--- src/rtl/pin_capture_pkg.sv ---
// Shared definitions for the pin capture block: register offsets, run code,
// status bit positions and the capture FSM state type.
package pin_capture_pkg;

  localparam int REG_GLOBAL_CMD = 0;
  localparam int OFS_CYCLES      = 4;
  localparam int OFS_TIMEOUT     = 8;
  localparam int OFS_HIGH_TIME   = 12;
  localparam int OFS_LOW_TIME    = 16;
  localparam int OFS_CYCLES_DONE = 20;
  localparam int OFS_STATUS      = 24;

  localparam logic [15:0] CMD_RUN = 16'd1;

  localparam int ST_BUSY     = 0;
  localparam int ST_DONE     = 1;
  localparam int ST_TIMEOUT  = 2;
  localparam int ST_OVERFLOW = 3;
  localparam int ST_LEVEL    = 4;

  typedef enum logic [2:0] {
    S_IDLE,
    S_ARM,
    S_WAIT_RISE,
    S_HIGH,
    S_LOW,
    S_DONE
  } cap_state_t;

  function automatic logic [15:0] sat_inc(input logic [15:0] v);
    return (v == 16'hFFFF) ? v : v + 16'd1;
  endfunction

endpackage

--- src/rtl/pin_sync_edge.sv ---
// Two-flop synchronizer for an asynchronous pin, plus one-clock rise/fall pulses.
// Both edges see the same latency, so it drops out of any interval measurement.
module pin_sync_edge (
  input  logic clk,
  input  logic reset,
  input  logic pin_async,
  output logic level,
  output logic rise,
  output logic fall
);

  // [0] metastability flop, [1] synced level, [2] previous synced level
  logic [2:0] sh_reg;

  always_ff @(posedge clk) begin
    if (reset) begin
      sh_reg <= '0;
    end else begin
      sh_reg <= {sh_reg[1:0], pin_async};
    end
  end

  assign level = sh_reg[1];
  assign rise  = sh_reg[1] & ~sh_reg[2];
  assign fall  = ~sh_reg[1] & sh_reg[2];

endmodule

--- src/rtl/pin_capture.sv ---
// Square-wave capture on one input pin: measures high time, low time and completed
// cycles in clk ticks, exposed on the shared addr/data register bus.
module pin_capture
  import pin_capture_pkg::*;
#(
  parameter int POSITION = 0
) (
  input  logic        clk,
  input  logic        reset,
  input  logic [20:0] addr,
  input  logic [15:0] data_in,
  output logic [15:0] data_out,
  input  logic        pin_input
);

  localparam logic [20:0] A_CMD         = 21'(REG_GLOBAL_CMD);
  localparam logic [20:0] A_CYCLES      = 21'(POSITION + OFS_CYCLES);
  localparam logic [20:0] A_TIMEOUT     = 21'(POSITION + OFS_TIMEOUT);
  localparam logic [20:0] A_HIGH_TIME   = 21'(POSITION + OFS_HIGH_TIME);
  localparam logic [20:0] A_LOW_TIME    = 21'(POSITION + OFS_LOW_TIME);
  localparam logic [20:0] A_CYCLES_DONE = 21'(POSITION + OFS_CYCLES_DONE);
  localparam logic [20:0] A_STATUS      = 21'(POSITION + OFS_STATUS);

  logic level, rise, fall, edge_seen;

  pin_sync_edge u_sync (
    .clk       (clk),
    .reset     (reset),
    .pin_async (pin_input),
    .level     (level),
    .rise      (rise),
    .fall      (fall)
  );

  cap_state_t  state_reg, state_next;
  logic [15:0] cmd_reg, cycles_reg, timeout_reg;
  logic [15:0] high_time_reg, high_time_next, low_time_reg, low_time_next;
  logic [15:0] cycles_done_reg, cycles_done_next, cycles_done_inc;
  logic [15:0] hi_cnt_reg, hi_cnt_next, lo_cnt_reg, lo_cnt_next, tick_reg, tick_next;
  logic        done_flag_reg, done_flag_next, timeout_flag_reg, timeout_flag_next;
  logic        overflow_reg, overflow_next;
  logic        run, busy, tmo_hit, go_timeout;
  logic [15:0] status, read_next;

  assign run             = (cmd_reg == CMD_RUN);
  assign busy            = state_reg inside {S_ARM, S_WAIT_RISE, S_HIGH, S_LOW};
  assign edge_seen       = rise | fall;
  // An edge in the same clock as the timeout always takes precedence.
  assign tmo_hit         = (timeout_reg != 16'd0) && (tick_reg >= timeout_reg) && !edge_seen;
  assign cycles_done_inc = cycles_done_reg + 16'd1;

  always_comb begin
    state_next        = state_reg;
    high_time_next    = high_time_reg;
    low_time_next     = low_time_reg;
    cycles_done_next  = cycles_done_reg;
    hi_cnt_next       = hi_cnt_reg;
    lo_cnt_next       = lo_cnt_reg;
    done_flag_next    = done_flag_reg;
    timeout_flag_next = timeout_flag_reg;
    overflow_next     = overflow_reg;
    go_timeout        = 1'b0;
    tick_next         = (busy && !edge_seen) ? sat_inc(tick_reg) : 16'd0;

    unique case (state_reg)
      S_IDLE: begin
        if (run) begin
          state_next        = S_ARM;
          high_time_next    = '0;
          low_time_next     = '0;
          cycles_done_next  = '0;
          done_flag_next    = 1'b0;
          timeout_flag_next = 1'b0;
          overflow_next     = 1'b0;
        end
      end
      S_ARM: begin
        if (!run)        state_next = S_IDLE;
        else if (!level) state_next = S_WAIT_RISE;
        else             go_timeout = tmo_hit;
      end
      S_WAIT_RISE: begin
        if (!run) begin
          state_next = S_IDLE;
        end else if (rise) begin
          state_next  = S_HIGH;
          hi_cnt_next = 16'd1;
        end else begin
          go_timeout = tmo_hit;
        end
      end
      S_HIGH: begin
        if (!run) begin
          state_next = S_IDLE;
        end else if (fall) begin
          state_next     = S_LOW;
          high_time_next = hi_cnt_reg;
          lo_cnt_next    = 16'd1;
        end else begin
          hi_cnt_next = sat_inc(hi_cnt_reg);
          if (hi_cnt_reg == 16'hFFFF) overflow_next = 1'b1;
          go_timeout = tmo_hit;
        end
      end
      S_LOW: begin
        if (!run) begin
          state_next = S_IDLE;
        end else if (rise) begin
          low_time_next    = lo_cnt_reg;
          cycles_done_next = cycles_done_inc;
          hi_cnt_next      = 16'd1;
          if (cycles_reg != 16'd0 && cycles_done_inc == cycles_reg) begin
            state_next     = S_DONE;
            done_flag_next = 1'b1;
          end else begin
            state_next = S_HIGH;
          end
        end else begin
          lo_cnt_next = sat_inc(lo_cnt_reg);
          if (lo_cnt_reg == 16'hFFFF) overflow_next = 1'b1;
          go_timeout = tmo_hit;
        end
      end
      S_DONE: begin
        if (!run) state_next = S_IDLE;
      end
      default: state_next = S_IDLE;
    endcase

    if (go_timeout) begin
      state_next        = S_DONE;
      done_flag_next    = 1'b1;
      timeout_flag_next = 1'b1;
    end
  end

  always_comb begin
    status              = '0;
    status[ST_BUSY]     = busy;
    status[ST_DONE]     = done_flag_reg;
    status[ST_TIMEOUT]  = timeout_flag_reg;
    status[ST_OVERFLOW] = overflow_reg;
    status[ST_LEVEL]    = level;

    read_next = '0;
    if (addr == A_HIGH_TIME)        read_next = high_time_reg;
    else if (addr == A_LOW_TIME)    read_next = low_time_reg;
    else if (addr == A_CYCLES_DONE) read_next = cycles_done_reg;
    else if (addr == A_STATUS)      read_next = status;
  end

  always_ff @(posedge clk) begin
    if (reset) begin
      state_reg        <= S_IDLE;
      cmd_reg          <= '0;
      cycles_reg       <= '0;
      timeout_reg      <= '0;
      high_time_reg    <= '0;
      low_time_reg     <= '0;
      cycles_done_reg  <= '0;
      hi_cnt_reg       <= '0;
      lo_cnt_reg       <= '0;
      tick_reg         <= '0;
      done_flag_reg    <= 1'b0;
      timeout_flag_reg <= 1'b0;
      overflow_reg     <= 1'b0;
      data_out         <= '0;
    end else begin
      state_reg        <= state_next;
      high_time_reg    <= high_time_next;
      low_time_reg     <= low_time_next;
      cycles_done_reg  <= cycles_done_next;
      hi_cnt_reg       <= hi_cnt_next;
      lo_cnt_reg       <= lo_cnt_next;
      tick_reg         <= tick_next;
      done_flag_reg    <= done_flag_next;
      timeout_flag_reg <= timeout_flag_next;
      overflow_reg     <= overflow_next;
      data_out         <= read_next;
      // The bus has no strobe: a matching address is a write.
      if (addr == A_CMD)     cmd_reg     <= data_in;
      if (addr == A_CYCLES)  cycles_reg  <= data_in;
      if (addr == A_TIMEOUT) timeout_reg <= data_in;
    end
  end

endmodule
--- config.mk ---
export PLATFORM = sky130hd
export DESIGN_NAME = pin_capture
export DESIGN_NICKNAME = d
export VERILOG_FILES = /design/src/rtl/pin_capture_pkg.sv /design/src/rtl/pin_sync_edge.sv /design/src/rtl/pin_capture.sv
export SDC_FILE = /design/constraint.sdc
export NUM_CORES = 1
export LEC_CHECK = 0
export BUFFER_PORTS_ARGS = -buffer_cell sky130_fd_sc_hd__buf_2
export CAP_MARGIN = 20
export CORE_MARGIN = 2
export CORE_UTILIZATION = 60
export CTS_BUF_LIST = sky130_fd_sc_hd__clkbuf_8
export DETAILED_ROUTE_END_ITERATION = 10
export MAX_ROUTING_LAYER = met4
export PLACE_DENSITY = 0.86
export SLEW_MARGIN = 20
export SYNTH_ARGS = -nofsm -noshare
export SYNTH_HDL_FRONTEND = slang
export SYNTH_HIERARCHICAL = 1
export SYNTH_SLANG_ARGS = --single-unit
--- constraint.sdc ---
create_clock -name clk -period 3 [get_ports clk]
set_clock_uncertainty 0.2 [all_clocks]
set_input_delay 0.6 -clock clk [delete_from_list [all_inputs] [get_ports clk]]
set_output_delay 0.6 -clock clk [all_outputs]
set_load 0.01 [all_outputs]
==> summary.txt <==
Post-CTS Setup Bufs: 0
Total length of routed wires: 19.8 mm
CTS buffer count: 17
Hold Fails Final Rpt: 0
Layout fillers: 1044
Share of cells above drive strength 1: 14.1%
Crit-path slowest cell: dfxtp_1
Fin. max-slew vios: 0
Clock power frac: 41.2%
Int Power: 3.04 mW
Clock sinks: 169
Drt via density: 6.12
Final period util: 93.2%
DIE WIDTH: 121 um
Final Power: 3.96 mW
Slew Limit Headroom: 45.9%
Combinational share of power: 2.1%
Core Region: 0.0132 sq mm
Startpoint Class: flop
Ys async rst share: 0%
CTS Hold Buffers Added: 0
Max Clk Rate: 0.358 GHz
GPL Wtd Cong: 0.953
First-pass GRT wire length: 32.3 mm
Kind of end point of the critical path: flop
Top Family by Delay on Critical Path: simple AND/OR/NAND/NOR gates
FP Rows: 42
Status: complete, no violations
Synth cell types: 69
Crit-path max cell delay: 560 ps
Worst hold stages: 2
DRC: 0
Dominant synthesized flop cell: dfxtp_1
Max Cap Violations: 0
Inst Count DP: 1158
Vias in the first global route: 6520
Starting Density: 61.5%
Peak supply drop: 0.292 mV
CP max FO: 8
Buffers and inverters on the worst path: 0
Largest net degree at the start of global routing: 56
Antenna cells: 0
Root Driver: clkbuf_8
Clk pin slew, worst setup/hold paths: 90 ps
Synth top cells by count: dfxtp_1 (169), nor2_1 (149), a21oi_1 (54), nand2_1 (53), nand3_1 (53)
Final Setup Violations: 0
First drt pass iteration count: 5
CP Depth: 7
Setup CP Type: reg -> reg
Post-route ant nets: 0
Arrival @ worst endpoint: 2990 ps
Switching share of power: 23.3%
GRT overflow: 0
Die Area: 0.0145 sq mm
DRT iter0 DRCs: 889
Layout Cells excl Fill: 1189
Post-Syn Nets: 1008
Worst EP required: 3200 ps
Syn. warnings: 6
Depth of the worst register-to-register path: 7
Tmin final: 2800 ps
Ranking of synthesized cells by area: dfxtp_1 (42%), nor2_1 (6.9%), mux2i_1 (6.1%)
Leakage: 3.22 nW
Synthesized area: 0.00815 sq mm
Post-DP HPWL: 14.3 mm
PD cells: 435 mW/mm^2
H-tree levels: 4
Chip Height: 121 um
Initial antenna violation count: 0
Worst-skew pair later-pin latency: 470 ps
Final-stage net count: 1061
Psw: 0.923 mW
Sequential share of power: 56.7%
Area grow syn2layout: 11.8%
Vias: 7276
EDFF count, synth: 0
Yosys reg bits: 169
Gate Count Post-Synth: 948
Slew @ Worst Pin: 809 ps
Tot GR Track Use: 28.7%
CTS tree: yes
HP Class: in -> reg
Sequential area share after synthesis: 41.5%
Post-DR wirelength/cell: 16.7 um
CP Cell Sequence: nand3_1 > nor4_1 > xnor2_1 > nand4_1 > a2111oi_4 > nand3_2 > a211oi_2
Syn Area/Cell: 8.60 sq um
Final TNS setup: 0 ps
Final Core Density: 68.8%
Clock Path Buffers: 2
Most common cell in the netlist: dfxtp_1
Synth top area share: 41.5%
IO buf count: 55
I/O pin cnt: 56
RSZ-0062 raised after global routing: false
Yosys top cell by area: dfxtp_1
[cell type report]
type	instances	area [sq um]	share of cell area, %
Clock inverter	13	145	1.59
Sequential cell	169	3380	37.1
Tap cell	176	220	2.42
Timing Repair Buffer	92	618	6.79
Inverter	30	113	1.24
Clock buffer	18	248	2.72
Multi-Input combinational cell	691	4380	48.1
[what timing repair did]
item,CTS,global route
hold endpoints to repair,0,0
gates resized for setup,0,3
endpoints found under the setup margin,0,4
[cell families after synthesis]
group	after synthesis	share of synthesized area, %
simple gates	394	24.0
compound gates	169	14.2
flops	169	41.5
buf+inv	88	4.88
xor+xnor	58	6.23
mux	50	6.14
fa+ha+maj	20	3.07
[power groups by stage]
stage	sequential, mW	combinational [mW]	clock [mW]
global placement	2.30	0.0832	0
finish	2.24	0.0838	1.63
CTS	2.24	0.0834	1.65
detailed placement	2.30	0.0833	0
global route	2.24	0.0895	1.74
floorplan	2.30	0.0358	0
[metrics by stage]
stage / setup slack, ps / hold slack [ps] / area (sq um)
4_1_cts: 135 / 129 / 9100
2_1_floorplan: 329 / 214 / 8150
5_1_grt: 72.1 / 126 / 9110
6_report: 204 / 144 / 9110
3_3_place_gp: 189 / 243 / 8710
3_5_place_dp: 150 / 249 / 8710
[metal layers]
layer	GRT usage [%]	wire length, um	up-vias
met1	37.3	8510	3437
met3	6.18	1510	36
met5	-	0	-
met2	44.5	9370	299
li1	-	-	3504
met4	10.1	430	0
[placed cells by master (no fill, tap or decap), types with 5 or more instances in the layout]
master      n
dfxtp_1   169
nor2_1    149
a21oi_1    54
buf_2      54
nand3_1    53
nand2_1    53
mux2i_1    50
xnor2_1    38
buf_4      33
inv_1      32
a22oi_1    25
o21ai_0    25
nor4_1     23
nor3_1     22
xor2_1     20
ha_1       20
nand4_1    18
clkbuf_8   18
and3_1     14
a222oi_1   11
a211oi_1    9
nor2b_1     8
or3_1       7
a211o_1     6
nand3b_1    6
and4_1      5
buf_12      5
[path summary, 6_finish.rpt]
kind                                        start                           to  slack [ps]
setup / recovery  cycles_done_reg[7]$_SDFFE_PP0P_   done_flag_reg$_SDFFE_PP0P_         200
hold / removal                          pin_input  u_sync/sh_reg[0]$_SDFF_PP0_         140
setup reg to reg  cycles_done_reg[7]$_SDFFE_PP0P_   done_flag_reg$_SDFFE_PP0P_         200
hold reg to reg       u_sync/sh_reg[0]$_SDFF_PP0_  u_sync/sh_reg[1]$_SDFF_PP0_         250
Power figures use the tool's default switching activity.
